===== src/rtl/neuron_accum.sv =====
// neuron_accum -- weighted-sum accumulator for one neuron.
//
// Multiplies N_INPUTS unsigned Q0.8 activations by signed 8-bit weights.
// It sums the products on top of a signed 16-bit bias. The signed 22-bit
// result is offered on a valid/ready port that feeds the sigmoid stage.
// Products are registered one cycle before they are added. A DRAIN state
// folds in the final product after the last beat.
//
// Optional feature: define SAT_EN to clip every addition to the signed 22-bit
// range and report clipping on o_ovf. Without SAT_EN, additions wrap and
// o_ovf is constant 0.
//
// Ports:
//   i_clk, i_rst             clock, synchronous active-high reset
//   i_start, i_bias          start an accumulation (IDLE only), signed bias
//   i_act, i_weight          activation (unsigned) / weight (signed) beat
//   i_in_valid, o_in_ready   beat handshake
//   o_sum, o_sum_valid       signed 22-bit result and its valid
//   i_sum_ready              consumer accepts the result
//   o_ovf                    saturation happened in this accumulation
//   o_busy                   not idle
module neuron_accum #(
    parameter int N_INPUTS = 16
) (
    input  logic        i_clk,
    input  logic        i_rst,
    input  logic        i_start,
    input  logic [15:0] i_bias,
    input  logic [7:0]  i_act,
    input  logic [7:0]  i_weight,
    input  logic        i_in_valid,
    output logic        o_in_ready,
    output logic [21:0] o_sum,
    output logic        o_sum_valid,
    input  logic        i_sum_ready,
    output logic        o_ovf,
    output logic        o_busy
);
    typedef enum logic [1:0] {S_IDLE, S_ACCUM, S_DRAIN, S_OUT} state_t;

    // 8 bits covers the counter up to 128 for N_INPUTS up to 128.
    localparam logic [7:0] LAST_CNT = 8'(N_INPUTS - 1);

    state_t             r_state;
    state_t             w_state_nxt;
    logic [21:0]        r_acc;
    logic [7:0]         r_cnt;
    logic [16:0]        r_prod;
    logic               r_prod_v;
    logic               r_ovf;

    logic               w_beat;
    logic signed [16:0] w_act_s;
    logic signed [16:0] w_wgt_s;
    logic signed [16:0] w_prod;
    logic [21:0]        w_prod_ext;
    logic [21:0]        w_sum;
    logic               w_clip;

    assign w_beat  = (r_state == S_ACCUM) && i_in_valid;

    // 9-bit zero-extended activation times sign-extended weight.
    // The largest product magnitude is 255*128, so 17 bits are exact.
    assign w_act_s = {9'b0, i_act};
    assign w_wgt_s = {{9{i_weight[7]}}, i_weight};
    assign w_prod  = w_act_s * w_wgt_s;

    assign w_prod_ext = {{5{r_prod[16]}}, r_prod};

`ifdef SAT_EN
    logic [22:0] w_wide;
    assign w_wide = {r_acc[21], r_acc} + {w_prod_ext[21], w_prod_ext};

    // The top two bits of the widened sum differ only when the 22-bit add
    // overflowed. Bit 22 then carries the true sign.
    always_comb begin
        w_clip = w_wide[22] ^ w_wide[21];
        w_sum  = w_wide[21:0];
        if (w_clip)
            w_sum = w_wide[22] ? 22'h200000 : 22'h1FFFFF;
    end
`else
    assign w_sum  = r_acc + w_prod_ext;
    // No clipping means r_ovf never sets, so o_ovf stays 0.
    assign w_clip = 1'b0;
`endif

    // State register
    always_ff @(posedge i_clk) begin
        if (i_rst) r_state <= S_IDLE;
        else       r_state <= w_state_nxt;
    end

    // Next state and state-decoded outputs
    always_comb begin
        w_state_nxt = r_state;
        o_in_ready  = 1'b0;
        o_sum_valid = 1'b0;
        o_busy      = (r_state != S_IDLE);
        case (r_state)
            S_IDLE:  if (i_start) w_state_nxt = S_ACCUM;
            S_ACCUM: begin
                o_in_ready = 1'b1;
                if (i_in_valid && (r_cnt == LAST_CNT)) w_state_nxt = S_DRAIN;
            end
            S_DRAIN: w_state_nxt = S_OUT;
            S_OUT: begin
                o_sum_valid = 1'b1;
                if (i_sum_ready) w_state_nxt = S_IDLE;
            end
            default: w_state_nxt = S_IDLE;
        endcase
    end

    // Datapath
    always_ff @(posedge i_clk) begin
        if (i_rst) begin
            r_acc    <= '0;
            r_cnt    <= '0;
            r_prod   <= '0;
            r_prod_v <= 1'b0;
            r_ovf    <= 1'b0;
        end else begin
            case (r_state)
                S_IDLE: begin
                    if (i_start) begin
                        r_acc    <= {{6{i_bias[15]}}, i_bias};
                        r_cnt    <= '0;
                        r_prod_v <= 1'b0;
                        r_ovf    <= 1'b0;
                    end
                end
                S_ACCUM: begin
                    // Add last cycle's product while the new beat is
                    // multiplied.
                    if (r_prod_v) begin
                        r_acc <= w_sum;
                        if (w_clip) r_ovf <= 1'b1;
                    end
                    if (w_beat) begin
                        r_prod   <= w_prod;
                        r_prod_v <= 1'b1;
                        r_cnt    <= r_cnt + 8'd1;
                    end else begin
                        r_prod_v <= 1'b0;
                    end
                end
                S_DRAIN: begin
                    r_acc    <= w_sum;
                    r_prod_v <= 1'b0;
                    if (w_clip) r_ovf <= 1'b1;
                end
                default: ;
            endcase
        end
    end

    assign o_sum = r_acc;
    assign o_ovf = r_ovf;

endmodule


===== config.mk =====
export PLATFORM = sky130hd
export DESIGN_NAME = neuron_accum
export DESIGN_NICKNAME = d
export VERILOG_FILES = /design/src/rtl/neuron_accum.sv
export SDC_FILE = /design/constraint.sdc
export NUM_CORES = 1
export LEC_CHECK = 0
export BUFFER_PORTS_ARGS = -buffer_cell sky130_fd_sc_hd__clkbuf_2
export CAP_MARGIN = 20
export CORE_MARGIN = 2
export CORE_UTILIZATION = 25
export CTS_BUF_LIST = sky130_fd_sc_hd__clkbuf_8
export CTS_CLUSTER_DIAMETER = 150
export DETAILED_ROUTE_END_ITERATION = 8
export MAX_ROUTING_LAYER = met4
export REMOVE_ABC_BUFFERS = 1
export SLEW_MARGIN = 20
export SYNTH_ARGS = -nofsm -noshare
export SYNTH_HDL_FRONTEND = slang
export SYNTH_SLANG_ARGS = --single-unit

===== constraint.sdc =====
create_clock -name i_clk -period 16.2 [get_ports i_clk]
set_input_delay 4.86 -clock i_clk [delete_from_list [all_inputs] [get_ports i_clk]]
set_output_delay 4.86 -clock i_clk [all_outputs]
set_load 0.05 [all_outputs]

== Yosys cells after proc, flatten, opt, wreduce, memory -nomap -nowiden ==
Cells that the tools add are included.
Operators by class
  add/sub/neg operators: 2
  multipliers: 1
  equality and inequality tests: 9
  muxes and demuxes: 15
  reduce and logical (&&, ||, !) cells: 11
Operators by type and width (count)
  22-bit case mux with 3 select lines: 1
  22-bit 2-to-1 mux: 2
  22-bit adder: 1
  9-bit by 8-bit multiplier with 17-bit output: 1
  8-bit 2-to-1 mux: 2
  8-bit case mux with 2 select lines: 1
  3-bit AND reduction: 3
  8-bit by 1-bit adder with 8-bit output (second input constant): 1
  8-bit by 4-bit equality test with 1-bit output (second input constant): 1
  2-bit != test (second input constant): 4
  2-bit case mux with 4 select lines: 1
  2-bit 2-to-1 mux: 3
  2-bit equality test (second input constant): 2
  1-bit 2-to-1 mux: 4
  2-bit AND reduction: 2
  2-bit nonzero test: 2
  1-bit case mux with 3 select lines: 1
  3-bit nonzero test: 1
  2-bit by 1-bit equality test with 1-bit output (second input constant): 1
  1-bit logical AND: 2
  2-bit logical NOT: 1
  2-bit by 1-bit != test with 1-bit output (second input constant): 1
Word-level totals
  register bits: 50
  input port bits: 37
  output and inout port bits: 26
  word-level logic and storage cells: 43

== Longest topological paths before layout ==
Gate-level depths: netlist (run 1).
  depth in word-level cells: 4
  gate-level depth with buffers: 19
  depth with buffers taken out: 19

== Worst setup path after synthesis (run 1) ==
Ideal clock, no wire load.
  path type: input -> register
  start point: in i_weight[7]
  end point: reg r_prod[16]
  arrival: 8.510 ns
  data required time: 16.073 ns
  slack: 7.563 ns
  cell stages on the path: 14
  buffers on the path: 0
  path through: inv_1 -> nor2_1 -> fa_1 -> fa_1 -> fa_1 -> inv_1 -> fa_1 -> inv_1 -> ha_1 -> o21a_1 -> a21boi_1 -> o211ai_1 -> and4_1 -> or3_1
Between the ends
  longest elaborated chain between the ends: 1
RTL lines
  from (decl): line 30  | input logic [7:0] i_weight,
  9-bit by 8-bit multiplier with 17-bit output: line 66  | assign w_prod = w_act_s * w_wgt_s;
  to (signal assigned): line 141  | r_prod <= w_prod;
  to (decl): line 48  | logic [16:0] r_prod;
No other way between the ends.
A chain may end at the register's enable or synchronous reset.

== Worst setup path after layout (run 1) ==
Ends and elaborated chain as after synthesis.

==> results of run 1 <==
## power groups by stage
stage / Clock, mW / Combinational (mW) / Sequential [mW]
finish: 0.0767 / 0.663 / 0.193
global route: 0.0865 / 0.748 / 0.198
CTS: 0.0812 / 0.669 / 0.194
detailed placement: 0 / 0.666 / 0.197
global placement: 0 / 0.660 / 0.196
floorplan: 0 / 0.441 / 0.263
## final cells by class
cell class | count | area [um2] | share of cell area [%]
Clock buffer | 6 | 82.6 | 1.35
Clock inverter | 2 | 8.76 | 0.144
Inverter | 71 | 267 | 4.37
Multi-Input combinational cell | 512 | 4060 | 66.6
Sequential cell | 50 | 1000 | 16.4
Tap cell | 275 | 344 | 5.64
Timing Repair Buffer | 65 | 335 | 5.50
## flip-flops by register name, indices dropped and copies added, names as in the netlist
signal / flops
r_prod_v: 1
r_prod: 17
r_cnt: 8
r_state: 2
o_sum: 22
## routing by layer
metal	up-vias	routed length, um	part of all wire (%)	track usage (%)
met1	2129	6810	52	17.3
met2	75	5630	43	17.6
met4	0	94	0.72	2.29
met3	6	466	3.6	1.33
met5	-	0	0	-
li1	2362	-	-	-
## metrics by stage
stage	area [um2]	util (%)	setup slack [ns]	hold slack [ns]	cells
after floorplan	5330	-	7.57	0.430	633
after global placement	6010	28.4	7.26	0.454	973
final	6100	28.8	7.52	0.463	981
after global routing	6100	28.8	7.28	0.502	981
after CTS	6100	28.8	7.52	0.468	981
after detailed placement	6010	28.4	7.19	0.455	973
## cells by family after synthesis
logic type / share of synthesized area, %
AO/OA/AOI/OAI: 18.6
XOR/XNOR: 4.20
adder cells (fa/ha/maj): 30.2
buffers and inverters: 6.58
flip-flops: 18.5
multiplexers: 2.79
other: 0.0692
AND/OR/NAND/NOR: 19.1
## placed cells by master (no fill, tap or decap), types with 3 or more instances in the layout
cell / netlist / final
a211o_1: 3 / 3
a211oi_1: 14 / 14
a21o_1: 7 / 7
a21oi_1: 47 / 47
a31oi_1: 5 / 5
and2_1: 39 / 39
and3_1: 5 / 5
buf_4: 1 / 4
clkbuf_2: 0 / 61
clkbuf_8: 0 / 6
dfxtp_1: 50 / 50
fa_1: 38 / 38
ha_1: 70 / 70
inv_1: 71 / 72
mux2i_1: 14 / 14
nand2_1: 62 / 62
nand2b_1: 9 / 9
nand3_1: 16 / 16
nand4_1: 4 / 4
nor2_1: 40 / 40
nor2b_1: 10 / 10
nor3_1: 7 / 7
o211ai_1: 4 / 4
o21a_1: 7 / 7
o21ai_0: 28 / 27
o21ai_1: 3 / 4
o21bai_1: 3 / 3
o22ai_1: 4 / 4
or3_1: 4 / 4
xnor2_1: 16 / 16
xor2_1: 10 / 10
## path summary, 6_finish.rpt
kind / from / end / slack (ns)
max: i_weight[7] / r_prod[16]$_SDFFE_PP0P_ / 7.52
min: r_prod[13]$_SDFFE_PP0P_ / r_prod[13]$_SDFFE_PP0P_ / 0.46
min reg2reg: r_prod[13]$_SDFFE_PP0P_ / r_prod[13]$_SDFFE_PP0P_ / 0.46
max reg2reg: o_sum[0]$_SDFFE_PP0P_ / o_sum[18]$_SDFFE_PP0P_ / 13.60
## worst min-delay path: cells and delay by family (launching register included)
kind            cells  cell delay (ns)
flops               1             0.32
simple gates        1             0.05
compound gates      1             0.05
==> results.txt, run 1 <==
status: finished, final reports clean
highest clock frequency the design can meet: 115 MHz
sum of negative setup slack: 0 ns
Post-Synthesis Mean Instance Area: 8.26 um2
total routed wirelength: 13.0 mm
final global-route overflow total: 0
Gate power share: 71.1%
H-tree lvl count: 2
TritonCTS clock tree: yes
clk sink count: 50
max-capacitance violation count: 0
synthesized cell area: 5420 um2
crit end category: flip-flop
number of buffers inserted by hold repair at cts: 0
synthesized instance count: 656
critical path class: in -> reg
largest net degree at the start of global routing: 38
Seq cells post-synth: 50
net switching power of the design: 499 uW
Chip Height: 151 um
worst-margin pin slew: 0.756 ns
floorplan die area: 22900 um2
fraction of registers with async set or reset after synthesis: 0%
initial antenna violation count: 0
Arrival @ worst endpoint: 8.87 ns
P_int: 434 uW
setup-violating endpoint count in the final report: 0
post-synthesis cell type count: 63
cell with the most instances on the worst path: fa_1
DRC errors left: 0
largest cells by area after synthesis: dfxtp_1 18%, ha_1 16%, fa_1 14%
most used standard cell by instance count after synthesis: inv_1
worst-case clock buffer depth: 2
count of port buffers added during placement: 61
clock skew after layout: 0.00829 ns
Antenna Violating Nets Remaining: 0
number of enable flip-flop cells after synthesis: 0
latest clock arrival within the worst-skew pair: 0.31 ns
Area growth syn-to-layout: 12.6%
Die Span X: 151 um
count of instances resized after the clock tree is built: 0
Tightest Hold Check Type: reg -> reg
fraction of layout cells with a size suffix above 1: 11.2%
Buf/Inv on CP: 4
sequential area share after synthesis: 18.5%
Final Max Tran Viols: 0
via count of the first global-routing pass: 4180
share of Yosys cell area claimed by the top area cell type: 18.5%
number of cells on the critical path: 15
Largest delay share family, worst path: adder cells
Clock transition at path regs: 0.09 ns
first-pass GRT wire length: 21.2 mm
Post-CTS Setup Inserts: 0
Hold Vio Cnt, Final: 0
crit path time final: 8.68 ns
DRC marker count from the first detailed-route iteration: 200
Cell Rows: 53
worst rel slew slack: 48.3%
cell taking the most area after synthesis: dfxtp_1
diode count: 0
Total Power: 933 uW
Largest stage delay, worst path: 0.54 ns
half-perimeter wire length after placement: 10.4 mm
starting density of the core: 25.6%
Inserted Clock Buffers: 5
number of nets in the final layout: 850
cell depth of the worst flop-to-flop path: 10
number of cells traversed by the worst hold path: 2
library cell contributing the largest single delay on the critical path: fa_1
standby leakage power: 2.83 nW
global-route usage over all layers: 11.8%
Yosys warning total: 0
Critical Path Fanout Max: 6
power density over the cells: 153 nW/um2
total via count in the routed design: 4572
CP Cell Sequence: clkbuf_2 -> inv_1 -> nor2_1 -> fa_1 -> fa_1 -> fa_1 -> inv_1 -> fa_1 -> inv_1 -> ha_1 -> o21a_1 -> a21boi_1 -> o211ai_1 -> and4_1 -> or3_1
routed len/inst: 13.3 um
number of iterations in the first detailed-routing pass: 4
Floorplan Core Area: 21200 um2
top cells by instance count after synthesis: 71 x inv_1, 70 x ha_1, 62 x nand2_1
sw frac: 53.5%
Filler cells: 2294
number of vias per cell: 4.66
startpoint type of the worst setup path: input port
prevailing post-synth register cell: dfxtp_1
worst IR drop on VDD: 57.4 uV
Top-Level Pins: 63
Tcrit/Tclk final: 53.6%
sequential share of power: 20.7%
setup repair after global routing missed its margin: false
RD Place Congestion: 0.893
Root Buffer Master: clkbuf_8
power share of the clock group: 8.2%
required time at the endpoint of the critical path: 16.39 ns
(Power assumes the default switching activity.)
==> run 2: changes to the inputs <==
--- a/config.mk
+++ b/config.mk
@@ -5,6 +5,7 @@
 export SDC_FILE = /design/constraint.sdc
 export NUM_CORES = 1
 export LEC_CHECK = 0
+export ABC_AREA = 1
 export BUFFER_PORTS_ARGS = -buffer_cell sky130_fd_sc_hd__clkbuf_2
 export CAP_MARGIN = 20
 export CORE_MARGIN = 2
==> constraint.sdc (replaced) <==
create_clock -name i_clk -period 8.1 [get_ports i_clk]
set_input_delay 2.43 -clock i_clk [delete_from_list [all_inputs] [get_ports i_clk]]
set_output_delay 2.43 -clock i_clk [all_outputs]
set_load 0.05 [all_outputs]
==> results.txt, run 2 <==
status: finished, final reports clean
highest clock frequency the design can meet: 157 MHz
routed length on met1: 7.55 mm (+11%)
startpoint type of the worst setup path: input port
Worst R2R Setup Slack: 5.89 ns (-7.71 ns)
pre-CTS setup slack: 1.41 ns (-5.78 ns)
prevailing post-synth register cell: dfxtp_1
worst-case clock buffer depth: 2 (unchanged)
leading cell type in the layout, fill and taps excluded: nand2_1
via count of the first global-routing pass: 5384 (+29%)
startpoint of the worst-slack reg-to-reg timing path: r_state[0]$_SDFFE_PP0P_
crit end category: flip-flop
critical path class: in -> reg
smallest setup slack after layout: 1.75 ns (-5.77 ns)
RD Place Congestion: 0.903 (+1.2%)
number of enable flip-flop cells after synthesis: 0 (unchanged)
fraction of registers with async set or reset after synthesis: 0% (unchanged)
Antenna Violating Nets Remaining: 0 (unchanged)
final global-route overflow total: 0 (unchanged)
number of flip-flops in the largest register: 22 (unchanged)
half-perimeter wire length after placement: 12.9 mm (+24%)
total via count in the routed design: 5598 (+22%)
Inserted Clock Buffers: 5 (unchanged)
number of nets in the final layout: 1120 (+32%)
Die Span X: 161 um (+6.6%)
largest cells by area after synthesis: dfxtp_1 16%, ha_1 14%, nand2_1 14%
required time at the endpoint of the critical path: 8.32 ns (-8.07 ns)
endpoint of the worst-slack reg-to-reg timing path: o_sum[20]$_SDFFE_PP0P_
origin of the worst min-delay path: r_prod_v$_SDFFE_PP0P_
Yosys warning total: 0 (unchanged)
commonest non-fill, non-tap cells in the layout: 229 x nand2_1, 185 x inv_1, 71 x nor2_1
post-synthesis cell type count: 48 (-24%)
total routed wirelength: 15.3 mm (+18%)
Chip Height: 161 um (+6.6%)
count of port buffers added during placement: 61 (unchanged)
sequential area share after synthesis: 16.2% (-2.3 points)
largest net degree at the start of global routing: 28 (-26%)
CP Launch Point: i_weight[7]
latest clock arrival within the worst-skew pair: 0.32 ns (about the same)
Floorplan Core Area: 24300 um2 (+15%)
fraction of layout cells with a size suffix above 1: 14.3% (+3.2 points)
Root Buffer Master: clkbuf_8
global-route usage over all layers: 12.6% (+0.74 points)
Hold Crit Endpoint: r_prod_v$_SDFFE_PP0P_
Final Max Tran Viols: 0 (unchanged)
initial antenna violation count: 0 (unchanged)
Area growth syn-to-layout: 10.7%
number of buffers inserted by hold repair at cts: 0 (unchanged)
worst IR drop on VDD: 87.5 uV (+53%)
Hold Vio Cnt, Final: 0 (unchanged)
Met3 Routed Length: 414 um (-11%)
Tightest Hold Check Type: reg -> reg
routed len/inst: 11.8 um (-11%)
clock skew after layout: 0.0143 ns (+0.00597 ns)
Clock transition at path regs: 0.10 ns (about the same)
crit path time final: 6.35 ns
Critical Path Fanout Max: 9 (+3)
final std cells w/o fill: 1300 (+33%)
TritonCTS clock tree: yes
top cells by instance count after synthesis: 229 x nand2_1, 184 x inv_1, 71 x nor2_1
Top-Level Pins: 63 (unchanged)
Post-Synthesis Mean Instance Area: 6.60 um2 (-20%)
Total Power: 2.03 mW (+120%)
clk sink count: 50 (unchanged)
met2 wirelength from detailed routing: 7.08 mm (+26%)
starting density of the core: 25.4% (-0.21 points)
max-capacitance violation count: 0 (unchanged)
setup-violating endpoint count in the final report: 0 (unchanged)
number of vias per cell: 4.31 (-7.6%)
number of cells traversed by the worst hold path: 2 (unchanged)
power density over the cells: 297 nW/um2 (+94%)
count of instances resized after the clock tree is built: 0 (unchanged)
Seq cells post-synth: 50 (unchanged)
diode count: 0 (unchanged)
Arrival @ worst endpoint: 6.57 ns (-2.30 ns)
H-tree lvl count: 2 (unchanged)
most used standard cell by instance count after synthesis: nand2_1
standby leakage power: 3.86 nW (+36%)
setup repair after global routing missed its margin: false
first-pass GRT wire length: 26.0 mm (+23%)
uppermost routed layer: met4
Tcrit/Tclk final: 78.4%
DRC errors left: 0 (unchanged)
Post-CTS Setup Inserts: 0 (unchanged)
floorplan die area: 26000 um2 (+14%)
share of Yosys cell area claimed by the top area cell type: 16.2% (-2.3 points)
Filler cells: 2708 (+18%)
post-placement cell count: 1292 (+33%)
cell depth of the worst flop-to-flop path: 8 (-2)
Cell Rows: 57 (+7.5%)
DRC marker count from the first detailed-route iteration: 286 (+43%)
synthesized instance count: 936 (+43%)
synthesized cell area: 6180 um2 (+14%)
cell taking the most area after synthesis: dfxtp_1
number of iterations in the first detailed-routing pass: 5 (+1)
sum of negative setup slack: 0 ns (unchanged)
==> run 2: cell count changes in the layout (fill, tap and decap cells not counted), sizes merged, moves of 9 or more <==
cell / change
o21ai: +13
nand2b: -9
nor2: +38
xnor2: -13
inv: +132
nor2b: -10
nand3: +36
a21oi: +12
nand2: +188
a211oi: -12
mux2i: -14
and2: -38
==> run 2: cells by family after synthesis <==
family                     count (synthesis)  share of synthesized area [%]
and+or+nand+nor                          408                           29.4
buffers and inverters                    237                           15.3
AOI/OAI and AO/OA                        121                           11.1
adders and majority gates                108                           26.5
DFF                                       50                           16.2
xor gates and xnor gates                  11                           1.56
other                                      1                         0.0607
==> run 2: power breakdown <==
group | switching, mW | leakage (nW) | total (mW) | internal, mW
Clock | 0.0918 | 0.0556 | 0.183 | 0.0911
Sequential | 0.0797 | 0.411 | 0.408 | 0.328
Combinational | 0.992 | 3.39 | 1.44 | 0.447
==> run 2: worst max path at each step <==
stage	slack [ns]	end
6_report	1.75	r_prod[16]$_SDFFE_PP0P_
5_1_grt	1.42	r_prod[16]$_SDFFE_PP0P_
4_1_cts	1.75	r_prod[10]$_SDFFE_PP0P_
3_5_place_dp	1.41	r_prod[10]$_SDFFE_PP0P_
3_3_place_gp	1.43	r_prod[16]$_SDFFE_PP0P_
2_1_floorplan	1.80	r_prod[10]$_SDFFE_PP0P_
==> run 2: stage by stage <==
step	util (%)	cell area [um2]	hold WS, ns
final	28.1	6850	0.470
after CTS	28.1	6850	0.472
after global placement	27.7	6740	0.449
after floorplan	-	6010	0.434
after detailed placement	27.7	6740	0.457
after global routing	28.1	6850	0.495
==> run 2: routing by layer <==
metal	vias up	global-route usage, %
li1	2959	-
met1	2544	16.2
met2	79	21.2
met3	16	1.23
met4	0	3.00
met5	-	-
==> run 2: area by class of cell <==
| class | count | area, um2 | area share, % |
|---|---|---|---|
| clock buffer | 5 | 68.8 | 1.01 |
| clock inverter | 3 | 41.3 | 0.603 |
| inverter | 206 | 773 | 11.3 |
| multi-input combinational | 649 | 4240 | 61.9 |
| sequential | 50 | 1000 | 14.6 |
| tap | 324 | 405 | 5.92 |
| timing repair buffer | 63 | 320 | 4.68 |
==> run 2: critical path: stages <==
cell and delay, ns:
clkbuf_2 0.09, clkinv_1 0.22, or2_2 0.37, fa_1 0.51, fa_1 0.54, inv_1 0.05
fa_1 0.52, inv_1 0.05, fa_1 0.52, inv_1 0.04, ha_1 0.35, a21oi_1 0.20
nand2_1 0.15, nand4_1 0.10, nand3_1 0.10, nand2_1 0.08, nand2_1 0.04, o21ai_0 0.14
inv_1 0.05
